--- config.mk ---
export PLATFORM = sky130hd
export DESIGN_NAME = jk_tff_counter
export DESIGN_NICKNAME = d
export VERILOG_FILES = /design/src/rtl/jk_tff_counter.sv
export SDC_FILE = /design/constraint.sdc
export NUM_CORES = 1
export LEC_CHECK = 0
export CELL_PAD_IN_SITES_DETAIL_PLACEMENT = 1
export CELL_PAD_IN_SITES_GLOBAL_PLACEMENT = 2
export CORE_MARGIN = 5
export CORE_UTILIZATION = 28
export DETAILED_ROUTE_END_ITERATION = 6
export GPL_TIMING_DRIVEN = 0
export PLACE_DENSITY = 0.78
export SYNTH_ARGS = -nofsm -noshare
export SYNTH_HDL_FRONTEND = slang
export SYNTH_SLANG_ARGS = --single-unit
export TNS_END_PERCENT = 10
--- constraint.sdc ---
create_clock -name clk -period 2.1 [get_ports clk]
set_input_delay 0.63 -clock clk [delete_from_list [all_inputs] [get_ports clk]]
set_output_delay 0.63 -clock clk [all_outputs]
set_load 0.01 [all_outputs]
--- src/rtl/jk_tff_counter.sv ---
// rtl/jk_tff_counter.sv - up/down modulus counter built from JK cells wired as T flip-flops
// Optional prescaler: define JK_TFF_CNT_PRESCALE_EN.

module jk_tff_cell (
    input  logic clk_i,
    input  logic rst_i,
    input  logic j_i,
    input  logic k_i,
    output logic q_o
);

    logic q_q;
    logic q_d;

    always_comb begin
        q_d = (j_i & ~q_q) | (~k_i & q_q);
    end

    always_ff @(posedge clk_i or posedge rst_i) begin
        if (rst_i) begin
            q_q <= 1'b0;
        end else begin
            q_q <= q_d;
        end
    end

    assign q_o = q_q;

endmodule

module jk_tff_counter #(
    parameter int             WIDTH    = 8,
    parameter logic [WIDTH-1:0] MAX_VAL = {WIDTH{1'b1}},
    parameter int             SATURATE = 0,
    parameter int             PRESCALE = 4
) (
    input  logic             clk,
    input  logic             reset,
    input  logic             en,
    input  logic             up_dn,
    input  logic             load,
    input  logic [WIDTH-1:0] load_val,
    input  logic             clr,
    output logic [WIDTH-1:0] q,
    output logic             wrap,
    output logic             ovf
);

    if (WIDTH < 1 || WIDTH > 32 || PRESCALE < 2) begin : g_bad_params
        $error("jk_tff_counter: WIDTH must be 1..32 and PRESCALE at least 2");
    end

    logic [WIDTH-1:0] cnt_q;
    logic [WIDTH-1:0] next_step;
    logic [WIDTH-1:0] load_clamped;
    logic [WIDTH-1:0] target;
    logic [WIDTH-1:0] t_vec;
    logic             at_max;
    logic             at_zero;
    logic             boundary;
    logic             presc_hit;
    logic             step;
    logic             wrap_q;
    logic             wrap_d;
    logic             ovf_q;
    logic             ovf_d;

`ifdef JK_TFF_CNT_PRESCALE_EN
    localparam int PW = $clog2(PRESCALE);

    logic [PW-1:0] presc_q;
    logic [PW-1:0] presc_d;

    assign presc_hit = (presc_q == PW'(PRESCALE - 1));

    always_comb begin
        presc_d = presc_q;
        if (clr || load) begin
            presc_d = '0;
        end else if (en) begin
            presc_d = presc_hit ? '0 : presc_q + PW'(1);
        end
    end

    always_ff @(posedge clk or posedge reset) begin
        if (reset) begin
            presc_q <= '0;
        end else begin
            presc_q <= presc_d;
        end
    end
`else
    assign presc_hit = 1'b1;
`endif

    assign at_max   = (cnt_q == MAX_VAL);
    assign at_zero  = (cnt_q == '0);
    assign boundary = up_dn ? at_max : at_zero;
    assign step     = en & ~clr & ~load & presc_hit;

    always_comb begin
        next_step = cnt_q;
        if (up_dn) begin
            if (at_max) begin
                next_step = (SATURATE != 0) ? MAX_VAL : '0;
            end else begin
                next_step = cnt_q + WIDTH'(1);
            end
        end else begin
            if (at_zero) begin
                next_step = (SATURATE != 0) ? '0 : MAX_VAL;
            end else begin
                next_step = cnt_q - WIDTH'(1);
            end
        end
    end

    assign load_clamped = (load_val > MAX_VAL) ? MAX_VAL : load_val;

    always_comb begin
        target = cnt_q;
        if (clr) begin
            target = '0;
        end else if (load) begin
            target = load_clamped;
        end else if (step) begin
            target = next_step;
        end
    end

    // Every state change, including clear and load, goes through the toggle inputs.
    assign t_vec = cnt_q ^ target;

    for (genvar i = 0; i < WIDTH; i++) begin : g_cell
        jk_tff_cell u_cell (
            .clk_i (clk),
            .rst_i (reset),
            .j_i   (t_vec[i]),
            .k_i   (t_vec[i]),
            .q_o   (cnt_q[i])
        );
    end

    always_comb begin
        wrap_d = step & boundary;
        ovf_d  = ovf_q | (step & boundary);
        if (clr) begin
            wrap_d = 1'b0;
            ovf_d  = 1'b0;
        end
    end

    always_ff @(posedge clk or posedge reset) begin
        if (reset) begin
            wrap_q <= 1'b0;
            ovf_q  <= 1'b0;
        end else begin
            wrap_q <= wrap_d;
            ovf_q  <= ovf_d;
        end
    end

    assign q    = cnt_q;
    assign wrap = wrap_q;
    assign ovf  = ovf_q;

endmodule

After elaboration in Yosys (flattened, before gate mapping)
Cells that the tools add are included.
- output and inout bits: 10
- flip-flop bits (word level): 10
- word-level logic and storage cells: 72
- bits of input ports: 14
- eq/ne operators: 1
- bitwise gates (word level): 47
- mux-type cells: 10
- magnitude comparators: 1
- reduce and logical (&&, ||, !) cells: 1
- add/sub/neg operators: 2
- operator list (cell ; count):
    $mux 8 ; 7
    $and 1x1->1 ; 19
    $not 1->1 ; 18
    $or 1x1->1 ; 9
    $add 8x1->8 const B ; 1
    $eq 8x8->1 const B ; 1
    $gt 8x8->1 const B ; 1
    $logic_not 8->1 ; 1
    $sub 8x1->8 const B ; 1
    $xor 8x8->8 ; 1
    $mux 1 ; 3

Depth between registers and ports, before layout
Gate-level depths: netlist of the first run.
- word-level depth: 10
- depth in mapped cells: 7

Modules after synthesis
A second synthesis of the first run with hierarchy kept.
- cell total of the unflattened synthesis: 151
- area, all modules: 1132.3 µm²
- modules (own cells, without submodules) (module ; area each (µm²) ; times used ; cells an instance ; sequential area each (µm²)):
    jk_tff_counter ; 792.0 ; 1 ; 119 ; 50.0
    jk_tff_cell ; 42.5 ; 8 ; 4 ; 25.0

Worst setup path before layout of the first run
No wires, ideal clock.
- path kind: register to register
- start: register g_cell[0].u_cell.q_q
- end: register g_cell[4].u_cell.q_q
- data arrival time: 1.816 ns
- cell stages (with the launch flop): 8
- required time: 1.989 ns
- path buffers: 1
- setup slack: 0.173 ns
- cells stage by stage: dfrtp_1 clkbuf_1 inv_1 ha_1 or3b_2 o21bai_4 a21oi_2 a2111oi_2
- word-level cells in the longest chain between the ends: 10
- elaborated cells between the ends (all ways): 15
- ends and longest elaborated chain (element ; line ; RTL):
    from (decl) ; 12 ; logic q_q;
    from (signal assigned) ; 23 ; q_q <= q_d;
    $sub 8x1->8, or another cell as far along ; 113 ; next_step = cnt_q - WIDTH'(1);
    $mux 8 (on tied branches) ; 110, 104 ;
    $mux 8 (*) ; 103 ; if (up_dn) begin
    $mux 8 (*) ; 126 ; end else if (step) begin
    $mux 8 (*) ; 124 ; end else if (load) begin
    $mux 8 (*) ; 122 ; if (clr) begin
    $xor 8x8->8 (*) ; 132 ; assign t_vec = cnt_q ^ target;
    $not 1->1 ; 16 ; q_d = (j_i & ~q_q) | (~k_i & q_q);
    $and 1x1->1 ; 16 ;
    $or 1x1->1 (*) ; 16 ;
    named net g_cell[4].u_cell.q_d ; 13 ; logic q_d;
    to (signal assigned) ; 23 ;
    to (decl) ; 12 ;
The timed path passes the listed nets; every way through them passes the cells marked *.

Final worst setup path of the first run
- start: register g_cell[7].u_cell.q_q
- end: output q[7]
- RTL lines (element ; line ; RTL):
    from (decl) ; 12 ;
    from (signal assigned) ; 23 ;
    to (decl) ; 44 ; output logic [WIDTH-1:0] q,
No word-level cell between the ends.

==> results.json, run 1 <==
{
  "p_int_mw": 0.510,
  "p_leak_nw": 0.610,
  "dieArea_sq_mm": 0.00513,
  "synthFlopType": "dfrtp_1",
  "max-vdd-ir-drop_uv": 158,
  "swShare": 0.323,
  "rsz0062_at_grt": "no",
  "finalWirelength_um": 3380,
  "synth.most_common_cell": "dfrtp_1",
  "p_per_area_mw_per_mm2": 521,
  "die_w_um": 71.6,
  "cpPeakStageDelay_ps": 520,
  "synth_nets": 149,
  "synth_commonest_cells": "dfrtp_1 (10), inv_1 (9), a21oi_1 (8), buf_4 (8), nand2_1 (6)",
  "synth_cell_types": 47,
  "clock_sinks": 10,
  "r2r_start": "g_cell[2].u_cell.q_o",
  "cts_buffers": 3,
  "drtIter0Drc": 41,
  "die_h_um": 71.6,
  "design.core.area_sq_mm": 0.00366,
  "hold_class": "flop to flop",
  "crit_path_top_delay_cell": "clkdlybuf4s50_1",
  "max_freq_mhz": 511,
  "vias": 1090,
  "fin_nets": 176,
  "place_congestion": 0.829,
  "routed-wl-met3_um": 108,
  "wire_per_inst_um": 16.4,
  "grt_overflow": 0,
  "syn_to_final_growth_pct": 36.2,
  "crit_type": "flop to output port",
  "route.met2.wl_um": 1630,
  "fin_crit_sh": 0.932,
  "ys_seq_elements": 10,
  "first_global_vias": 1143,
  "grt_pass1_wl_um": 5770,
  "netlist_top_cells_area": "dfrtp_1 (24%), buf_4 (5.7%), a21oi_1 (3.8%)",
  "hpwlAfterDp_um": 2480,
  "crit_required_ps": 1470,
  "endpoint_kind": "output port",
  "ys_seq_area_frac": 0.236,
  "clkPwrFrac": 0.342,
  "cts.clk_slew.worst_paths_ps": 60,
  "skew_ps": 2.94,
  "switchingPower_mw": 0.243,
  "start_kind": "flop",
  "worst_pin_slew_ps": 647,
  "drt_pass1_iterations": 4,
  "drc": 0,
  "cts_buffer_depth": 2,
  "cts_htree_levels": 1,
  "post-route-util": 0.395,
  "antenna_found_initial": 0,
  "period_needed_ps": 1960,
  "grt_max_degree": 13,
  "drive_gt1_frac": 0.259,
  "slew_viol_final": 0,
  "syn-cell-area_sq_mm": 0.00106,
  "wl_met1_um": 1620,
  "rows": 22,
  "crit_path_end": "q[7]",
  "setup_viol": 0,
  "clkLatencyLatePin_ps": 240,
  "critPathLaunch": "g_cell[7].u_cell.q_o",
  "cts_tree": "built",
  "design_area_sq_mm": 0.00145,
  "avgViaCountPerCell": 5.29,
  "timing.rr.end": "g_cell[0].u_cell.q_o",
  "cp.arrival_ps": 1330,
  "ant_nets": 0,
  "final_hold_viol_count": 0,
  "yosysTopAreaCell": "dfrtp_1",
  "comb_power_share": 0.369,
  "cts-root-buf": "clkbuf_8",
  "yosys_warnings": 0,
  "port_buffers": 22,
  "routed.top_layer": "met4",
  "io-pin-count": 24,
  "hold-worst-slack_ps": 515,
  "cp_cell_sequence": "buf_4, clkdlybuf4s50_1",
  "status": "completed",
  "syn_avg_cell_area_sq_um": 8.05,
  "r2r_setup_slack_ps": 230,
  "cap_viol_max_count": 0,
  "synthCells": 132,
  "synth_edf_count": 0,
  "async_reset_ff_frac": 1.00,
  "grt_usage": 0.140,
  "antenna_cells_inserted": 0,
  "dpl-instance-area_sq_mm": 0.00134,
  "cts_hold_buf": 0,
  "yosys.area.top_type_share": 0.236,
  "critical_path.max_fanout": 9,
  "reg2regPathDepth": 6,
  "start_util": 0.290,
  "slew_headroom": 0.569,
  "pwr-share-seq": 0.290
}
## state kept, by name, indices dropped and copies added, names as in the netlist
name / flops
g_cell.u_cell.q_o: 8
ovf: 1
wrap: 1
## worst max-delay path: cells and delay by family (launching register included)
kind | cells | cell delay, ps
buffers and inverters | 2 | 650
DFF | 1 | 440
## per-layer routing
layer / vias up / track usage
li1: 524 / -
met1: 541 / 0.198
met2: 23 / 0.224
met3: 2 / 0.0182
met4: 0 / 0.0355
met5: - / 0
## how the worst min path moves through the flow
stage	slack, ps	endpoint	depth (start not counted)	from
after floorplan	470	g_cell[0].u_cell.q_o	1	reset
after global placement	490	ovf	1	ovf
after detailed placement	500	ovf	1	ovf
after CTS	510	ovf	1	ovf
after global routing	520	ovf	1	ovf
final	520	ovf	1	ovf
## through the flow
step / setup slack, ps / total power, mW / cells / TNS (ps)
final: 144 / 0.753 / 206 / 0
after global routing: 55.5 / 0.797 / 206 / 0
after CTS: 38.3 / 0.741 / 204 / 0
after detailed placement: -463 / 0.483 / 202 / -1650
after global placement: -402 / 0.477 / 202 / -1420
after floorplan: 173 / 0.388 / 132 / 0
## cells in the final DEF, fill, tap and decap left out, drive strengths merged, types with 3 or more instances in the layout
cell type / instances
nor3: 4
nand3: 5
ha: 3
nor2: 3
clkbuf: 9
and3: 5
nand2: 6
a211oi: 4
nor4: 4
buf: 15
dfrtp: 10
o21ai: 4
a2111oi: 4
clkdlybuf4s50: 21
a21o: 4
a31oi: 3
inv: 9
o22ai: 3
a21oi: 9
## what timing repair did
action / CTS / global route
endpoints found under the setup margin: 5 / 4
buffers inserted: 0 / 2
cloned: 0 / 0
resized for setup: 5 / 7
## cell type report
class | count | area, sq um
tap | 48 | 60.1
clock buffer | 4 | 55.1
fill | 443 | 2210
multi-input combinational | 93 | 691
buffer | 18 | 119
sequential | 10 | 254
timing repair buffer | 24 | 234
inverter | 9 | 33.8
## cells by family (layout without fill, tap and decap cells)
| family | Yosys count | in the layout | synth area share |
|---|---|---|---|
| adders and majority gates | 3 | 3 | 0.0353 |
| DFF | 10 | 10 | 0.236 |
| muxes | 1 | 1 | 0.00942 |
| and+or+nand+nor | 45 | 45 | 0.253 |
| AOI/OAI and AO/OA | 40 | 40 | 0.283 |
| xor gates and xnor gates | 4 | 4 | 0.0330 |
| buffers and inverters | 29 | 55 | 0.151 |
## power groups by stage
stage | Clock [mW] | Sequential [mW] | Combinational (mW)
final | 0.257 | 0.218 | 0.278
after global routing | 0.272 | 0.220 | 0.304
after global placement | 0 | 0.218 | 0.259
after detailed placement | 0 | 0.219 | 0.264
after floorplan | 0 | 0.217 | 0.171
after CTS | 0.260 | 0.224 | 0.258
Power figures use the tool's default switching activity.
==> run 2, diff against run 1 <==
- CORE_UTILIZATION: 28 -> 26
- PLACE_DENSITY: 0.78 -> 0.76
- clock period: 2.1 -> 1.6 ns (I/O delays scaled with it)
==> run 2 against run 1 <==
Against the previous run:
- the flow now finishes with violations (negative setup slack)
- design area increased by 10%
- via count up 6.7%
- die area rose by 6.6%
- register-to-register slack worse by 540 ps
- utilization increased by 0.63 points
- worst hold slack got worse by 13 ps
==> results.json, run 2 (synthesis results as in run 1) <==
{
  "status": "finished with violations",
  "violations": "negative setup slack",
  "max_freq_mhz": 525,
  "cp_cell_sequence": "clkbuf_8, inv_6, ha_4, or3b_4, buf_4, nor3_4, o21ai_1, a211oi_1",
  "drive_gt1_frac": 0.405,
  "slew_viol_final": 0,
  "crit_type": "flop to flop",
  "fin_cells": 218,
  "worst_pin_slew_ps": 582,
  "cts.clk_slew.worst_paths_ps": 60,
  "antenna_found_initial": 0,
  "drtIter0Drc": 76,
  "clkLatencyLatePin_ps": 250,
  "avgViaCountPerCell": 5.33,
  "p_per_area_mw_per_mm2": 673,
  "period_needed_ps": 1910,
  "setup_slack_ps": -306,
  "start_kind": "flop",
  "die_h_um": 73.9,
  "reg2regPathDepth": 8,
  "crit_path_top_delay_cell": "or3b_4",
  "fin_setup_tns_ps": -1470,
  "die_w_um": 73.9,
  "finalWirelength_um": 4070,
  "p_leak_nw": 0.720,
  "io-pin-count": 24,
  "wire_per_inst_um": 18.7,
  "cts_buffers": 3,
  "cap_viol_max_count": 0,
  "multi_input_area_sq_um": 748,
  "cts_hold_buf": 0,
  "cts_buffer_depth": 2,
  "endpoint_kind": "flop",
  "drt_pass1_iterations": 4,
  "skew_ps": 2.72,
  "hpwlAfterDp_um": 2690,
  "antenna_cells_inserted": 0,
  "first_global_vias": 1204,
  "crit_required_ps": 1750,
  "r2r_setup_slack_ps": -310,
  "vias": 1163,
  "cts-root-buf": "clkbuf_8",
  "final_common_cell": "buf_4",
  "drc": 0,
  "fin_nets": 186,
  "cp.arrival_ps": 2050,
  "r2r_start": "g_cell[0].u_cell.q_o",
  "syn_to_final_growth_pct": 50.1,
  "timing.rr.end": "g_cell[0].u_cell.q_o",
  "dpl-instance-area_sq_mm": 0.00137,
  "crit_path_end": "g_cell[0].u_cell.q_o",
  "place_congestion": 0.797,
  "max-vdd-ir-drop_uv": 201,
  "grt_overflow": 0,
  "clock_sinks": 10,
  "dp.cells": 204,
  "regArea_sq_um": 251,
  "largest_reg_flops": 8,
  "hp-start": "ovf",
  "slew_headroom": 0.611,
  "rsz0062_at_grt": "yes",
  "grt_max_degree": 11,
  "rows": 23,
  "port_buffers": 22,
  "final_cell_mix": "buf_4 (27), clkdlybuf4s50_1 (11), dfrtp_1 (9)",
  "cpPeakStageDelay_ps": 400,
  "final_hold_viol_count": 0,
  "dieArea_sq_mm": 0.00546,
  "design.core.area_sq_mm": 0.00397,
  "critical_path.max_fanout": 3,
  "post-route-util": 0.401,
  "grt_usage": 0.150,
  "fill_cells": 467,
  "fin_crit_sh": 1.19,
  "critPathLaunch": "g_cell[0].u_cell.q_o",
  "setup_viol": 10,
  "design_area_sq_mm": 0.00159,
  "cts_htree_levels": 1,
  "cts_tree": "built",
  "start_util": 0.267,
  "grt_pass1_wl_um": 6170,
  "hold_class": "flop to flop",
  "ant_nets": 0
}
[run 2: stage by stage]
stage	total power [mW]	setup WS, ps	hold slack (ps)
after global routing	1.12	-365	520
after detailed placement	0.649	-800	500
after CTS	1.04	-270	508
final	1.07	-306	502
after global placement	0.638	-777	492
after floorplan	0.521	-126	320
[run 2: how the worst min path moves through the flow]
stage	slack, ps	cells past startpoint	endpoint
6_report	500	1	ovf
5_1_grt	520	1	ovf
4_1_cts	510	1	ovf
3_5_place_dp	500	1	ovf
3_3_place_gp	490	1	ovf
2_1_floorplan	320	1	g_cell[0].u_cell.q_o
[run 2: worst max-delay path, delay by kind of cell (launching register included)]
| kind | cells | cell delay, ps |
|---|---|---|
| DFF | 1 | 390 |
| adders and majority gates | 1 | 120 |
| and+or+nand+nor | 2 | 520 |
| buffers and inverters | 3 | 370 |
| AOI/OAI and AO/OA | 2 | 390 |
[run 2: per-layer routing]
layer	vias up	track usage	share of wire
met3	9	0.0150	0.032
met2	32	0.269	0.53
met5	-	0	0
met4	0	0.0543	0.018
li1	544	-	-
met1	578	0.183	0.42
[run 2: power by group]
group          total [mW]  internal (mW)  switching, mW
logic               0.439          0.222          0.217
clock network       0.344          0.218          0.126
registers           0.290          0.270         0.0194
[run 2: layout make-up]
| type | count | area share |
|---|---|---|
| inverter | 9 | 0.0275 |
| buffer | 18 | 0.0871 |
| clock buffer | 4 | 0.0345 |
| multi-input combinational | 93 | 0.469 |
| sequential | 10 | 0.158 |
| tap | 50 | 0.0392 |
| timing repair buffer | 34 | 0.184 |
[run 2: repair_timing]
action,CTS,global route
setup buffers,9,3
pin swaps,6,10
resized for setup,26,12
endpoints found under the setup margin,19,11
==> run 3, diff against run 2 <==
- CAP_MARGIN: default -> 20
- CORE_MARGIN: 5 -> default
==> run 3 against run 2 <==
Against the previous run:
- combinational power down 7.3%
- count of clock-buffer cells in the layout unchanged
- wire length fell by 15%
- die area decreased by 20%
- the flow still finishes with violations (negative setup slack)
- utilization grew 0.57 points
- highest routed layer unchanged
==> results.json, run 3 (synthesis results as in run 1) <==
{
  "status": "finished with violations",
  "violations": "negative setup slack",
  "final_cell_mix": "buf_4 (23), clkdlybuf4s50_1 (12), dfrtp_1 (9)",
  "final_hold_viol_count": 0,
  "cts_buffer_depth": 2,
  "p_per_area_mw_per_mm2": 670,
  "period_needed_ps": 1810,
  "grt_usage": 0.171,
  "crit_required_ps": 1740,
  "final_common_cell": "buf_4",
  "crit_buf_inv": 1,
  "start_kind": "flop",
  "max-vdd-ir-drop_uv": 270,
  "grt_pass1_wl_um": 5500,
  "fill_cells": 449,
  "first_global_vias": 1140,
  "fin_crit_sh": 1.13,
  "io-pin-count": 24,
  "regArea_sq_um": 251,
  "top_usage_layer": "met2",
  "vias": 1137,
  "setup_slack_ps": -212,
  "design_area_sq_mm": 0.00155,
  "wire_per_inst_um": 16.3,
  "r2r_setup_slack_ps": -210,
  "clkLatencyLatePin_ps": 250,
  "ant_nets": 0,
  "slew_headroom": 0.594,
  "cts.clk_slew.worst_paths_ps": 60,
  "slew_viol_final": 0,
  "cts-root-buf": "clkbuf_8",
  "met2_usage": 0.286,
  "finalWirelength_um": 3470,
  "largest_reg_flops": 8,
  "grt_overflow": 0,
  "fin_nets": 182,
  "worst-path-stages": 5,
  "avgViaCountPerCell": 5.36,
  "dp.cells": 202,
  "reg2regPathDepth": 5,
  "cts_buffers": 3,
  "cp_cell_sequence": "buf_6, or4_4, o21bai_4, a21oi_4, a2111oi_4",
  "path_delay_family": "compound AO/OA/AOI/OAI gates",
  "grt_use_met3": 0.0207,
  "hold_class": "flop to flop",
  "skew_ps": 2.68,
  "cpPeakStageDelay_ps": 560,
  "drt_pass1_iterations": 4,
  "place_congestion": 0.748,
  "rows": 22,
  "hpwlAfterDp_um": 2360,
  "fin_cells": 212,
  "start_util": 0.280,
  "cts_hold_buf": 0,
  "die_w_um": 65.9,
  "syn_to_final_growth_pct": 45.6,
  "clock_sinks": 10,
  "cts_tree": "built",
  "crit_type": "flop to flop",
  "cap_viol_max_count": 0,
  "multi_input_area_sq_um": 747,
  "port_buffers": 22,
  "worst_pin_slew_ps": 609,
  "max_freq_mhz": 552,
  "design.core.area_sq_mm": 0.00380,
  "cts_htree_levels": 1,
  "grt_max_degree": 11,
  "endpoint_kind": "flop",
  "met1_usage": 0.220,
  "drive_gt1_frac": 0.384,
  "dieArea_sq_mm": 0.00435,
  "rsz0062_at_grt": "yes",
  "crit_path_top_delay_cell": "or4_4",
  "setup_viol": 7,
  "dpl-instance-area_sq_mm": 0.00137,
  "antenna_cells_inserted": 0,
  "drc": 0,
  "die_h_um": 65.9,
  "min_path_cells": 1,
  "critical_path.max_fanout": 10,
  "p_leak_nw": 0.674,
  "antenna_found_initial": 0,
  "cp.arrival_ps": 1950,
  "drtIter0Drc": 20
}
run 3: changes by cell type in the layout (fill, tap and decap cells not counted), sizes merged:
cell,previous run,this run
clkbuf,9,10
dlymetal6s2s,1,0
buf,33,28
clkdlybuf4s50,11,12
run 3: worst register-to-register path, stage by stage (launching register included):
cell       delay, ps
dfrtp_1          390
buf_6            150
or4_4            560
o21bai_4         220
a21oi_4           90
a2111oi_4        290
run 3: worst paths after layout:
| path | startpoint | endpoint |
|---|---|---|
| max | g_cell[3].u_cell.q_o | g_cell[4].u_cell.q_o |
| min in group asynchronous | reset | g_cell[5].u_cell.q_o |
| min | ovf | ovf |
| min reg2reg | ovf | ovf |
| max reg2reg | g_cell[3].u_cell.q_o | g_cell[4].u_cell.q_o |
| max in group asynchronous | reset | g_cell[7].u_cell.q_o |
run 3: final cells by class:
type                       count  area share
inverter                       9      0.0251
multi-input combinational     93       0.483
sequential                    10       0.163
tap                           48      0.0388
buffer                        19      0.0930
timing repair buffer          29       0.162
clock buffer                   4      0.0356
run 3: timing repair:
item	4_1_cts	5_1_grt
pin swaps	4	4
buffers inserted	5	2
setup endpoints to repair	19	10
gates resized for setup	21	10
run 3: power by group:
group	internal (mW)	total, mW	switching [mW]
Combinational	0.205	0.407	0.202
Clock	0.218	0.341	0.123
Sequential	0.270	0.288	0.0175
Total	0.693	1.04	0.343
run 3: metrics by stage:
stage                      util  setup TNS (ps)  hold WS [ps]  setup WS [ps]  total power, mW
after detailed placement  0.361           -4910           516           -790            0.644
after CTS                 0.388           -1440           524           -280             1.01
after global routing      0.407           -1760           547           -291             1.09
final                     0.407           -1160           520           -212             1.04
after global placement    0.361           -4840           489           -766            0.638
after floorplan               -            -471           320           -126            0.521
run 3: per-layer routing:
| metal | part of all wire | vias up |
|---|---|---|
| met5 | 0 | - |
| met2 | 0.48 | 27 |
| met1 | 0.47 | 564 |
| met4 | 0.019 | 0 |
| met3 | 0.036 | 6 |
| li1 | - | 540 |
